--- src/rtl/ledarray_pkg.sv ---
// Shared types and command encodings for the LED-array refresh sequencer.
package ledarray_pkg;

    typedef enum logic [2:0] {
        ST_STARTUP,
        ST_SELECT,
        ST_ISSUE,
        ST_WAIT_ACK,
        ST_WAIT_DONE
    } state_t;

    typedef enum logic [1:0] {
        XF_DATA_CMD,
        XF_CTRL,
        XF_WRITE
    } xfer_t;

    localparam int         NUM_ADDR          = 16;
    localparam logic [7:0] CMD_ONLY_POS      = 8'hFF;
    localparam logic [7:0] DATA_CMD_DEFAULT  = 8'h44;
    localparam logic [7:0] ADDR_BASE_DEFAULT = 8'hC0;

    function automatic logic [7:0] ctrl_cmd(input logic on, input logic [2:0] level);
        return {4'b1000, on, level};
    endfunction

endpackage

--- src/rtl/ledarray_refresh_ctrl_if.sv ---
// Request/busy handshake between the refresh sequencer and the serial pixel writer.
interface ledarray_refresh_ctrl_if;

    logic       px_valid;
    logic [7:0] px_pos;
    logic [7:0] px_value;
    logic       px_busy;

    modport master (
        output px_valid,
        output px_pos,
        output px_value,
        input  px_busy
    );

    modport slave (
        input  px_valid,
        input  px_pos,
        input  px_value,
        output px_busy
    );

endinterface

--- src/rtl/ledarray_dirty_pick.sv ---
// Rotating priority encoder: first set dirty bit at or after start, wrapping mod 16.
module ledarray_dirty_pick (
    input  logic [15:0] dirty,
    input  logic [3:0]  start,
    output logic        found,
    output logic [3:0]  addr
);

    logic [15:0] rotated;
    logic [3:0]  offset;

    // Rotate so that bit 0 corresponds to the start address.
    assign rotated = (dirty >> start) | (dirty << (5'd16 - {1'b0, start}));

    always_comb begin
        offset = '0;
        for (int i = 15; i >= 0; i--) begin
            if (rotated[i]) begin
                offset = 4'(i);
            end
        end
    end

    assign found = |dirty;
    assign addr  = start + offset;

endmodule

--- src/rtl/ledarray_refresh_ctrl.sv ---
// Frame-buffer refresh sequencer: sends init/brightness commands, then streams
// changed buffer bytes to the serial pixel writer one transfer at a time.
module ledarray_refresh_ctrl
    import ledarray_pkg::*;
#(
    parameter int         STARTUP_CYCLES = 1200,
    parameter int         ACK_TIMEOUT    = 64,
    parameter logic [7:0] DATA_CMD       = DATA_CMD_DEFAULT,
    parameter logic [7:0] ADDR_BASE      = ADDR_BASE_DEFAULT
) (
    input  logic                     clk,
    input  logic                     rst_n,
    input  logic                     wr_en,
    input  logic [3:0]               wr_addr,
    input  logic [7:0]               wr_data,
    input  logic [2:0]               bright,
    input  logic                     disp_on,
    input  logic                     ctrl_we,
    input  logic                     refresh_all,
    ledarray_refresh_ctrl_if.master  px,
    output logic                     init_done,
    output logic                     idle
);

    localparam int CNT_MAX = (STARTUP_CYCLES > ACK_TIMEOUT) ? STARTUP_CYCLES : ACK_TIMEOUT;
    localparam int CNT_W   = $clog2(CNT_MAX + 1);

    state_t             state;
    xfer_t              kind;
    logic [CNT_W-1:0]   cnt;
    logic [7:0]         fb [NUM_ADDR];
    logic [15:0]        dirty;
    logic               ctrl_pending;
    logic [2:0]         bright_r;
    logic               disp_on_r;
    logic [3:0]         scan_ptr;
    logic [3:0]         cur_addr;

    logic               pick_found;
    logic [3:0]         pick_addr;
    logic               can_select;
    logic               take_ctrl;
    logic               take_write;
    logic [15:0]        set_mask;
    logic [15:0]        clr_mask;

    ledarray_dirty_pick u_pick (
        .dirty (dirty),
        .start (scan_ptr),
        .found (pick_found),
        .addr  (pick_addr)
    );

    // A selection only happens when the writer is free, so cleared bits always become a transfer.
    assign can_select = (state == ST_SELECT) && !px.px_busy;
    assign take_ctrl  = can_select && init_done && ctrl_pending;
    assign take_write = can_select && init_done && !ctrl_pending && pick_found;
    assign set_mask   = {16{refresh_all}} | (wr_en ? (16'b1 << wr_addr) : 16'b0);
    assign clr_mask   = take_write ? (16'b1 << pick_addr) : 16'b0;

    assign idle = (state == ST_SELECT) && init_done && !ctrl_pending && (dirty == 16'b0);

    always_ff @(posedge clk or negedge rst_n) begin
        if (!rst_n) begin
            for (int i = 0; i < NUM_ADDR; i++) begin
                fb[i] <= 8'h00;
            end
        end else if (wr_en) begin
            fb[wr_addr] <= wr_data;
        end
    end

    // Host sets win over a same-cycle clear, so a racing update is never lost.
    always_ff @(posedge clk or negedge rst_n) begin
        if (!rst_n) begin
            dirty        <= '1;
            ctrl_pending <= 1'b1;
            bright_r     <= 3'd7;
            disp_on_r    <= 1'b1;
        end else begin
            dirty        <= (dirty & ~clr_mask) | set_mask;
            ctrl_pending <= (ctrl_pending & ~take_ctrl) | ctrl_we;
            if (ctrl_we) begin
                bright_r  <= bright;
                disp_on_r <= disp_on;
            end
        end
    end

    always_ff @(posedge clk or negedge rst_n) begin
        if (!rst_n) begin
            state        <= ST_STARTUP;
            kind         <= XF_DATA_CMD;
            cnt          <= '0;
            px.px_valid  <= 1'b0;
            px.px_pos    <= CMD_ONLY_POS;
            px.px_value  <= 8'h00;
            init_done    <= 1'b0;
            scan_ptr     <= 4'd0;
            cur_addr     <= 4'd0;
        end else begin
            case (state)
                ST_STARTUP: begin
                    if (cnt == CNT_W'(STARTUP_CYCLES - 1)) begin
                        cnt   <= '0;
                        state <= ST_SELECT;
                    end else begin
                        cnt <= cnt + 1'b1;
                    end
                end

                ST_SELECT: begin
                    if (can_select) begin
                        if (!init_done) begin
                            px.px_pos   <= CMD_ONLY_POS;
                            px.px_value <= DATA_CMD;
                            kind        <= XF_DATA_CMD;
                        end else if (ctrl_pending) begin
                            px.px_pos   <= CMD_ONLY_POS;
                            px.px_value <= ctrl_cmd(disp_on_r, bright_r);
                            kind        <= XF_CTRL;
                        end else if (pick_found) begin
                            px.px_pos   <= ADDR_BASE | {4'b0000, pick_addr};
                            px.px_value <= fb[pick_addr];
                            kind        <= XF_WRITE;
                            cur_addr    <= pick_addr;
                        end
                        if (!init_done || ctrl_pending || pick_found) begin
                            px.px_valid <= 1'b1;
                            state       <= ST_ISSUE;
                        end
                    end
                end

                ST_ISSUE: begin
                    px.px_valid <= 1'b0;
                    cnt         <= '0;
                    state       <= ST_WAIT_ACK;
                end

                // Writer never saw the pulse: re-issue the same latched transfer.
                ST_WAIT_ACK: begin
                    if (px.px_busy) begin
                        cnt   <= '0;
                        state <= ST_WAIT_DONE;
                    end else if (cnt == CNT_W'(ACK_TIMEOUT - 1)) begin
                        cnt         <= '0;
                        px.px_valid <= 1'b1;
                        state       <= ST_ISSUE;
                    end else begin
                        cnt <= cnt + 1'b1;
                    end
                end

                ST_WAIT_DONE: begin
                    if (!px.px_busy) begin
                        state <= ST_SELECT;
                        if (kind == XF_DATA_CMD) begin
                            init_done <= 1'b1;
                        end
                        if (kind == XF_WRITE) begin
                            scan_ptr <= cur_addr + 4'd1;
                        end
                    end
                end

                default: begin
                    state <= ST_STARTUP;
                end
            endcase
        end
    end

endmodule

--- src/flat_wrapper.sv ---
// flat-port wrapper written by rule: the top's interface ports become plain ports
module ledarray_refresh_ctrl_flat import ledarray_pkg::*;
#(
    parameter int         STARTUP_CYCLES = 1200,
    parameter int         ACK_TIMEOUT    = 64,
    parameter logic [7:0] DATA_CMD       = DATA_CMD_DEFAULT,
    parameter logic [7:0] ADDR_BASE      = ADDR_BASE_DEFAULT
)
  (clk, rst_n, wr_en, wr_addr, wr_data, bright, disp_on, ctrl_we, refresh_all, init_done, idle, px_px_valid, px_px_pos, px_px_value, px_px_busy);
  ledarray_refresh_ctrl_if px_i ();
  input  logic clk;
  input  logic rst_n;
  input  logic wr_en;
  input  logic [3:0] wr_addr;
  input  logic [7:0] wr_data;
  input  logic [2:0] bright;
  input  logic disp_on;
  input  logic ctrl_we;
  input  logic refresh_all;
  output logic init_done;
  output logic idle;
  output wire logic [$bits(px_i.px_valid)-1:0] px_px_valid;
  output wire logic [$bits(px_i.px_pos)-1:0] px_px_pos;
  output wire logic [$bits(px_i.px_value)-1:0] px_px_value;
  input wire logic [$bits(px_i.px_busy)-1:0] px_px_busy;
  assign px_px_valid = px_i.px_valid;
  assign px_px_pos = px_i.px_pos;
  assign px_px_value = px_i.px_value;
  assign px_i.px_busy = px_px_busy;
  ledarray_refresh_ctrl #(.STARTUP_CYCLES(STARTUP_CYCLES), .ACK_TIMEOUT(ACK_TIMEOUT), .DATA_CMD(DATA_CMD), .ADDR_BASE(ADDR_BASE)) u_core (.clk(clk), .rst_n(rst_n), .wr_en(wr_en), .wr_addr(wr_addr), .wr_data(wr_data), .bright(bright), .disp_on(disp_on), .ctrl_we(ctrl_we), .refresh_all(refresh_all), .px(px_i), .init_done(init_done), .idle(idle));
endmodule
--- config.mk ---
export PLATFORM = sky130hd
export DESIGN_NAME = ledarray_refresh_ctrl_flat
export DESIGN_NICKNAME = d
export VERILOG_FILES = /design/src/rtl/ledarray_pkg.sv /design/src/rtl/ledarray_refresh_ctrl_if.sv /design/src/rtl/ledarray_dirty_pick.sv /design/src/rtl/ledarray_refresh_ctrl.sv /design/src/flat_wrapper.sv
export SDC_FILE = /design/constraint.sdc
export NUM_CORES = 1
export LEC_CHECK = 0
export ABC_AREA = 1
export CELL_PAD_IN_SITES_DETAIL_PLACEMENT = 0
export CELL_PAD_IN_SITES_GLOBAL_PLACEMENT = 1
export CORE_ASPECT_RATIO = 1.4
export CORE_MARGIN = 5
export CORE_UTILIZATION = 42
export DETAILED_ROUTE_END_ITERATION = 10
export GPL_TIMING_DRIVEN = 1
export PLACE_DENSITY = 0.73
export SLEW_MARGIN = 5
export SYNTH_ARGS = -nofsm -noshare
export SYNTH_HDL_FRONTEND = slang
export SYNTH_SLANG_ARGS = --single-unit
--- constraint.sdc ---
create_clock -name clk -period 5.5 [get_ports clk]
set_input_delay 0.825 -clock clk [delete_from_list [all_inputs] [get_ports clk]]
set_output_delay 0.825 -clock clk [all_outputs]
set_load 0.01 [all_outputs]
==> results of run 1 <==
[worst max-delay path: cells and delay by family, from the launching register on]
family                   cells  cell delay [ps]
flip-flops                   1              400
AND/OR/NAND/NOR             18             1960
adder cells (fa/ha/maj)      3             1000
buffers and inverters        6              780
AO/OA/AOI/OAI                5              640
[cells in the mapped netlist, types with 6 or more instances]
library cell | number | area (µm²)
dfrtp_1 | 162 | 4050
nand3_1 | 112 | 561
nand2_1 | 320 | 1200
nor3_1 | 6 | 30.0
o22ai_1 | 52 | 325
inv_2 | 6 | 22.5
ha_1 | 6 | 75.1
o2111ai_1 | 6 | 52.6
inv_1 | 82 | 308
a31oi_1 | 7 | 43.8
xor2_1 | 6 | 52.6
a21oi_1 | 55 | 275
buf_6 | 6 | 67.6
nand2_2 | 13 | 81.3
clkbuf_1 | 41 | 154
buf_2 | 11 | 55.1
dfstp_2 | 26 | 683
o21ai_1 | 12 | 60.1
o21ai_0 | 149 | 746
nor2_1 | 115 | 432
[where the power goes]
part / internal, mW / switching (mW)
Sequential: 1.69 / 0.195
Combinational: 0.904 / 1.70
Clock: 0.739 / 0.533
Total: 3.34 / 2.43
[metrics by stage]
step | area [µm²] | hold WS [ps] | instances | util, % | worst slack [ps]
2_1_floorplan | 9820 | 453 | 1260 | - | 804
3_3_place_gp | 10500 | 466 | 1564 | 45.3 | 419
3_5_place_dp | 10500 | 469 | 1564 | 45.3 | 310
4_1_cts | 11100 | 482 | 1595 | 47.9 | 278
5_1_grt | 11100 | 500 | 1597 | 48.0 | 71.1
6_report | 11100 | 464 | 1597 | 48.0 | 580
[cell usage in the layout (no fill, tap or decap), types with 4 or more instances in the layout]
cell	count
nand2_1	319
dfrtp_1	162
o21ai_0	149
nor2_1	114
nand3_1	112
inv_1	81
a21oi_1	55
o22ai_1	52
clkdlybuf4s50_1	37
dfstp_2	26
buf_4	23
clkbuf_16	17
nand2_2	14
o21ai_1	12
a31oi_1	7
inv_2	6
nor3_1	6
xor2_1	6
o2111ai_1	6
ha_1	6
nor2_4	5
nand4_1	5
nor4_1	5
a22oi_1	5
nor2_2	4
a22o_1	4
[registers in the layout (all words and copies together), names as in the netlist, 2 cells and up]
name                count
u_core.fb             128
u_core.dirty           16
u_core.cnt             11
u_core.px.px_value      8
u_core.px.px_pos        5
u_core.cur_addr         4
u_core.scan_ptr         4
u_core.bright_r         3
u_core.state            3
u_core.kind             2
[logic make-up after synthesis]
| kind of cell | Yosys count |
|---|---|
| AND/OR/NAND/NOR | 597 |
| AO/OA/AOI/OAI | 301 |
| flip-flops | 188 |
| buffers and inverters | 154 |
| XOR/XNOR | 8 |
| adder cells (fa/ha/maj) | 7 |
| multiplexers | 3 |
| other | 1 |
[worst min-delay path by stage]
stage	to	cells after the start	start
after floorplan	u_core.fb[106]$_DFFE_PN0P_	2	u_core.fb[106]$_DFFE_PN0P_
after detailed placement	u_core.px.px_value[2]$_DFFE_PN0P_	2	u_core.px.px_value[2]$_DFFE_PN0P_
final	u_core.fb[101]$_DFFE_PN0P_	1	rst_n
after CTS	u_core.fb[68]$_DFFE_PN0P_	1	rst_n
after global placement	u_core.fb[31]$_DFFE_PN0P_	2	u_core.fb[31]$_DFFE_PN0P_
after global routing	u_core.fb[68]$_DFFE_PN0P_	1	rst_n
[cell type report]
type,count,area [µm²]
clock buffers,21,460
clock inverters,10,139
fillers,2389,12000
inverters,92,358
multi-input cells,918,4440
flip-flops and latches,188,4740
well taps,306,383
repair buffers,62,577
[metal layers]
metal,up-vias,part of all wire (%),track usage (%),wire length (µm)
li1,4245,-,-,-
met1,4102,42,26.9,12300
met2,127,52,41.0,15400
met3,42,2.1,2.94,618
met4,0,3.4,8.58,985
met5,-,0,0,0
[what timing repair did]
item                                   in CTS  in global routing
setup endpoints to repair                   0                  8
hold buffers                                0                  0
setup buffers                               0                  2
endpoints found under the hold margin       0                  0
resized for setup                           0                  3
==> summary.md, run 1 <==
| Metric | Value |
|---|---|
| Reg-to-reg startpoint | `u_core.scan_ptr[0]$_DFFE_PN0P_` |
| Nature of the critical path endpoint | `register` |
| Yosys reg bits | `188` |
| Clock Sinks | `188` |
| Most frequent CP cell | `nand2_1` |
| Vias | `8516` |
| Worst-Skew Late Latency | `around 430 ps` |
| Antenna Cells | `0` |
| Maximum VDD drop | `0.266 mV` |
| Share of cells above drive strength 1 | `9.91%` |
| Vias in the first global route | `8395` |
| Global-route wire length before repair | `46700 µm` |
| Area of the die | `26600 µm²` |
| Post-synthesis cell area | `9820 µm²` |
| CTS buffer count | `17` |
| Max Cap Viol | `0` |
| Total Wirelength | `around 30000 µm` |
| Critical path fanouts, max | `20` |
| Sequential area share after synthesis | `between 40 and 50%` |
| DR iter-0 viols | `621` |
| Power Total | `5.76 mW` |
| Ys flop type | `dfrtp_1` |
| Detailed-route DRC error count | `0` |
| Post-synthesis cell type count | `49` |
| Critical R2R Capture | `u_core.px.px_value[6]$_DFFE_PN0P_` |
| Total gr overflow | `0` |
| Leakage | `5.04 nW` |
| Tot GR Track Use | `22.5%` |
| Final #Nets | `about 1.3k` |
| Slew Limit Fails | `0` |
| Starting Density | `42.5%` |
| DR vias/cell | `around 5.3` |
| Area growth from synthesis to layout | `13.0%` |
| Synth Area in XOR/XNOR | `0.714%` |
| Adder-cell share of the synthesized area | `0.969%` |
| Fmax achieved | `203 MHz` |
| CP Capture Point | `u_core.px.px_value[6]$_DFFE_PN0P_` |
| Mux cell area share after synthesis | `less than 1%` |
| Syn. warnings | `0` |
| 1st-pass router iterations | `5` |
| Io pins | `just over 40` |
| Clock transition at path regs | `70 ps` |
| Fin. Hold Viols | `0` |
| Setup-failing EPs final | `0` |
| RSZ-0062 raised after global routing | `false` |
| Post-DP HPWL | `21000 µm` |
| Main combinational cell family by area after synthesis | `simple AND/OR/NAND/NOR gates` |
| Die Y-Extent | `about 190 µm` |
| # rows | `66` |
| Worst-case clock buffer depth | `2` |
| Fin Clk Skew | `7.45 ps` |
| Die Width | `139 µm` |
| Synth Area in Compound Gates | `roughly 17%` |
| Post-route clock period utilization | `approximately 90%` |
| Cell count after synthesis | `1259` |
| DR WL/cell | `between 15 and 20 µm` |
| CP arrival | `5240 ps` |
| Slowest cell on the critical path | `fa_1` |
| Root Driver | `clkbuf_16` |
| Fin crit period | `4920 ps` |
| TNS Setup | `0 ps` |
| Avg Synthesized Cell Area | `7.80 µm²` |
| Placer Congestion | `0.906` |
| Synth Area in Simple Gates | `26.0%` |
| Startpoint Class | `register` |
| Crit-path max cell delay | `~570 ps` |
| Initial antenna violation count | `0` |
| Max-slew headroom | `36.0%` |
| CP startpoint | `u_core.scan_ptr[0]$_DFFE_PN0P_` |
| Core Footprint | `between 20000 and 25000 µm²` |
| R2R Setup Slk | `580 ps` |
| Status | `complete, no violations` |
| Critical Path RT | `5820 ps` |
| PwrDens | `519 nW/µm²` |
| Post-synth EDFFs | `0` |
| Hold WC Path Type | `in2async` |
| Largest net degree at the start of global routing | `92` |
| PortBufs | `38` |
| Setup CP Type | `reg2reg` |
| Fraction of registers with async set/reset | `100%` |
| Worst Tran Pin Value | `959 ps` |
| Reg2reg path depth | `32` |
| CTS H-tree depth | `4` |
| Antenna-violating nets left | `0` |
| CTS tree | `built` |
Note: power is estimated with default switching activity, not from simulation.
==> inputs of run 2 (changes only) <==
--- a/config.mk
+++ b/config.mk
@@ -9,11 +9,12 @@
 export CELL_PAD_IN_SITES_DETAIL_PLACEMENT = 0
 export CELL_PAD_IN_SITES_GLOBAL_PLACEMENT = 1
 export CORE_ASPECT_RATIO = 1.4
-export CORE_MARGIN = 5
-export CORE_UTILIZATION = 42
+export CORE_MARGIN = 2
+export CORE_UTILIZATION = 48
 export DETAILED_ROUTE_END_ITERATION = 10
+export DONT_BUFFER_PORTS = 1
 export GPL_TIMING_DRIVEN = 1
-export PLACE_DENSITY = 0.73
+export PLACE_DENSITY = 0.79
 export SLEW_MARGIN = 5
 export SYNTH_ARGS = -nofsm -noshare
 export SYNTH_HDL_FRONTEND = slang
==> run 2 against run 1 <==
- critical path depth is 2 higher
- die area is 19% lower
- final area fell by 4.6%
- sequential cell count did not move
- worst hold slack lost 380 ps
- wire length fell by 5.3%
- first-iteration DRC count up 16%
- clock skew grew 6.5 ps
- register-to-register slack better by 90 ps
- clock power down 9%
- critical endpoint is now u_core.px.px_value[2]$_DFFE_PN0P_
- largest power group unchanged
- core utilization is 4.9 points higher
- final cell count fell by 5.8%
- critical path type unchanged
==> summary.md, run 2 (same netlist as run 1, synthesis figures left out) <==
| Metric | Value |
|---|---|
| Fin util | `52.9% (+4.9 points)` |
| Placer Congestion | `0.912 (+0.73%)` |
| Total gr overflow | `0 (unchanged)` |
| Commonest cells after routing, fill and taps aside | `320 x nand2_1, 162 x dfrtp_1, 149 x o21ai_0` |
| CP arrival | `5160 ps (-80 ps)` |
| CTS H-tree depth | `4 (unchanged)` |
| # rows | `61 (-7.6%)` |
| Area growth from synthesis to layout | `7.81%` |
| Post-route clock period utilization | `87.9% (-1.5 points)` |
| Root Driver | `clkbuf_16` |
| Area of the die | `21600 µm² (-19%)` |
| Buf+Inv Stages, Crit Path | `4 (-2)` |
| Worst-case clock buffer depth | `2 (unchanged)` |
| Critical path fanouts, max | `28 (+40%)` |
| DR vias/cell | `5.64 (+5.7%)` |
| Worst Tran Pin Value | `844 ps (-115 ps)` |
| Die Width | `125 µm (-10%)` |
| Initial antenna violation count | `0 (unchanged)` |
| Startpoint Class | `register` |
| Largest register FFs | `128 (unchanged)` |
| Core Footprint | `20000 µm² (-14%)` |
| Starting Density | `49.1% (+6.6 points)` |
| DR iter-0 viols | `718 (+16%)` |
| Leakage | `4.86 nW (-3.5%)` |
| Final #Nets | `1269 (-3.0%)` |
| Global-route wire length before repair | `46200 µm (-0.96%)` |
| CP top delay family | `simple AND/OR/NAND/NOR gates` |
| Max Cap Viol | `0 (unchanged)` |
| Status | `complete, no violations` |
| Critical Path RT | `5830 ps (about the same)` |
| Post-DP HPWL | `19600 µm (-7.0%)` |
| PwrDens | `526 nW/µm² (+1.2%)` |
| Vias | `8482 (-0.40%)` |
| Detailed-route DRC error count | `0 (unchanged)` |
| Fin Clk Skew | `14.0 ps (+6.55 ps)` |
| Slew Limit Fails | `0 (unchanged)` |
| Setup-failing EPs final | `0 (unchanged)` |
| Tot GR Track Use | `27.1% (+4.6 points)` |
| Worst-Skew Late Latency | `440 ps (about the same)` |
| Biggest register | `u_core.fb` |
| Nature of the critical path endpoint | `register` |
| RSZ-0062 raised after global routing | `false` |
| Antenna Cells | `0 (unchanged)` |
| Most frequent CP cell | `nand2_1` |
| PortBufs | `0 (-100%)` |
| Slowest cell on the critical path | `fa_1` |
| CTS tree | `built` |
| Die Y-Extent | `173 µm (-9.3%)` |
| Setup CP Type | `reg2reg` |
| Maximum VDD drop | `0.306 mV (+15%)` |
| CTS buffer count | `17 (unchanged)` |
| Commonest non-fill, non-tap cell in the layout | `nand2_1` |
| Top Registers | `u_core.fb (128), u_core.dirty (16), u_core.cnt (11)` |
| Number of fill cells in the layout | `1993 (-17%)` |
| Max-slew headroom | `43.7% (+7.7 points)` |
| 1st-pass router iterations | `5 (unchanged)` |
| Total Wirelength | `27800 µm (-5.3%)` |
| Fmax achieved | `207 MHz (+1.8%)` |
| Largest net degree at the start of global routing | `189 (+110%)` |
| Crit-path max cell delay | `510 ps (-60 ps)` |
| Fin. Hold Viols | `0 (unchanged)` |
| Clock Sinks | `188 (unchanged)` |
| Vias in the first global route | `8597 (+2.4%)` |
| Share of cells above drive strength 1 | `9.98% (+0.061 points)` |
| Antenna-violating nets left | `0 (unchanged)` |
| Clock transition at path regs | `70 ps (about the same)` |
| Io pins | `41 (unchanged)` |
| DR WL/cell | `18.5 µm (+0.50%)` |
| CTS Hold Buffers Added | `0 (unchanged)` |
| Fin crit period | `4830 ps (-85.1 ps)` |
| TNS Setup | `0 ps (unchanged)` |
| Hold WC Path Type | `in2async` |
run 2: worst paths after layout:
path | from | cells after the start | slack [ps] | to
setup / recovery | u_core.scan_ptr[0]$_DFFE_PN0P_ | 34 | 670 | u_core.px.px_value[2]$_DFFE_PN0P_
min in group clk | ctrl_we | 1 | 450 | u_core.bright_r[2]$_DFFE_PN1P_
hold reg to reg | u_core.bright_r[2]$_DFFE_PN1P_ | 2 | 490 | u_core.bright_r[2]$_DFFE_PN1P_
hold / removal | rst_n | 0 | 90 | u_core.fb[102]$_DFFE_PN0P_
max in group asynchronous | rst_n | 0 | 5020 | u_core.px.px_pos[4]$_DFFE_PN1P_
setup reg to reg | u_core.scan_ptr[0]$_DFFE_PN0P_ | 34 | 670 | u_core.px.px_value[2]$_DFFE_PN0P_
run 2: metal layers:
| metal | vias up | share of wire (%) | wire, µm | track usage (%) |
|---|---|---|---|---|
| met2 | 171 | 50 | 14000 | 46.2 |
| met3 | 79 | 2.6 | 716 | 3.90 |
| met4 | 0 | 5.1 | 1400 | 13.8 |
| met1 | 4068 | 42 | 11700 | 33.4 |
| met5 | - | 0 | 0 | 0 |
| li1 | 4164 | - | - | - |
run 2: area by class of cell:
class / instances / area (µm²) / area share [%]
clock inverters: 9 / 62.6 / 0.591
inverters: 92 / 358 / 3.38
well taps: 252 / 315 / 2.98
clock buffers: 23 / 488 / 4.61
flip-flops and latches: 188 / 4740 / 44.8
repair buffers: 23 / 185 / 1.75
multi-input cells: 918 / 4440 / 41.9
run 2: metrics by stage:
step	std cells	area, µm²	hold WS, ps	setup slack (ps)	power [mW]
2_1_floorplan	1260	9820	453	804	3.61
3_3_place_gp	1472	10000	466	583	4.38
3_5_place_dp	1472	10000	474	486	4.38
4_1_cts	1504	10600	80.5	422	5.54
5_1_grt	1505	10600	77.5	142	5.98
6_report	1505	10600	87.2	665	5.56
run 2: where the power goes:
group	switching, mW	leakage, nW	internal (mW)	total, mW
combinational	1.67	2.29	0.828	2.49
sequential	0.223	2.29	1.69	1.92
clock	0.526	0.274	0.627	1.15
total	2.42	4.86	3.15	5.56
run 2: repair_timing:
action                     4_1_cts  5_1_grt
gates resized for setup          0        2
setup buffers                    0        1
setup endpoints to repair        0        6
==> inputs of run 3 (changes only) <==
--- a/config.mk
+++ b/config.mk
@@ -15,7 +15,7 @@
 export DONT_BUFFER_PORTS = 1
 export GPL_TIMING_DRIVEN = 1
 export PLACE_DENSITY = 0.79
-export SLEW_MARGIN = 5
+export SLEW_MARGIN = 20
 export SYNTH_ARGS = -nofsm -noshare
 export SYNTH_HDL_FRONTEND = slang
 export SYNTH_SLANG_ARGS = --single-unit
==> results of run 3 <==
Same layout as run 2: the final DEF is identical, and so are final timing and power.
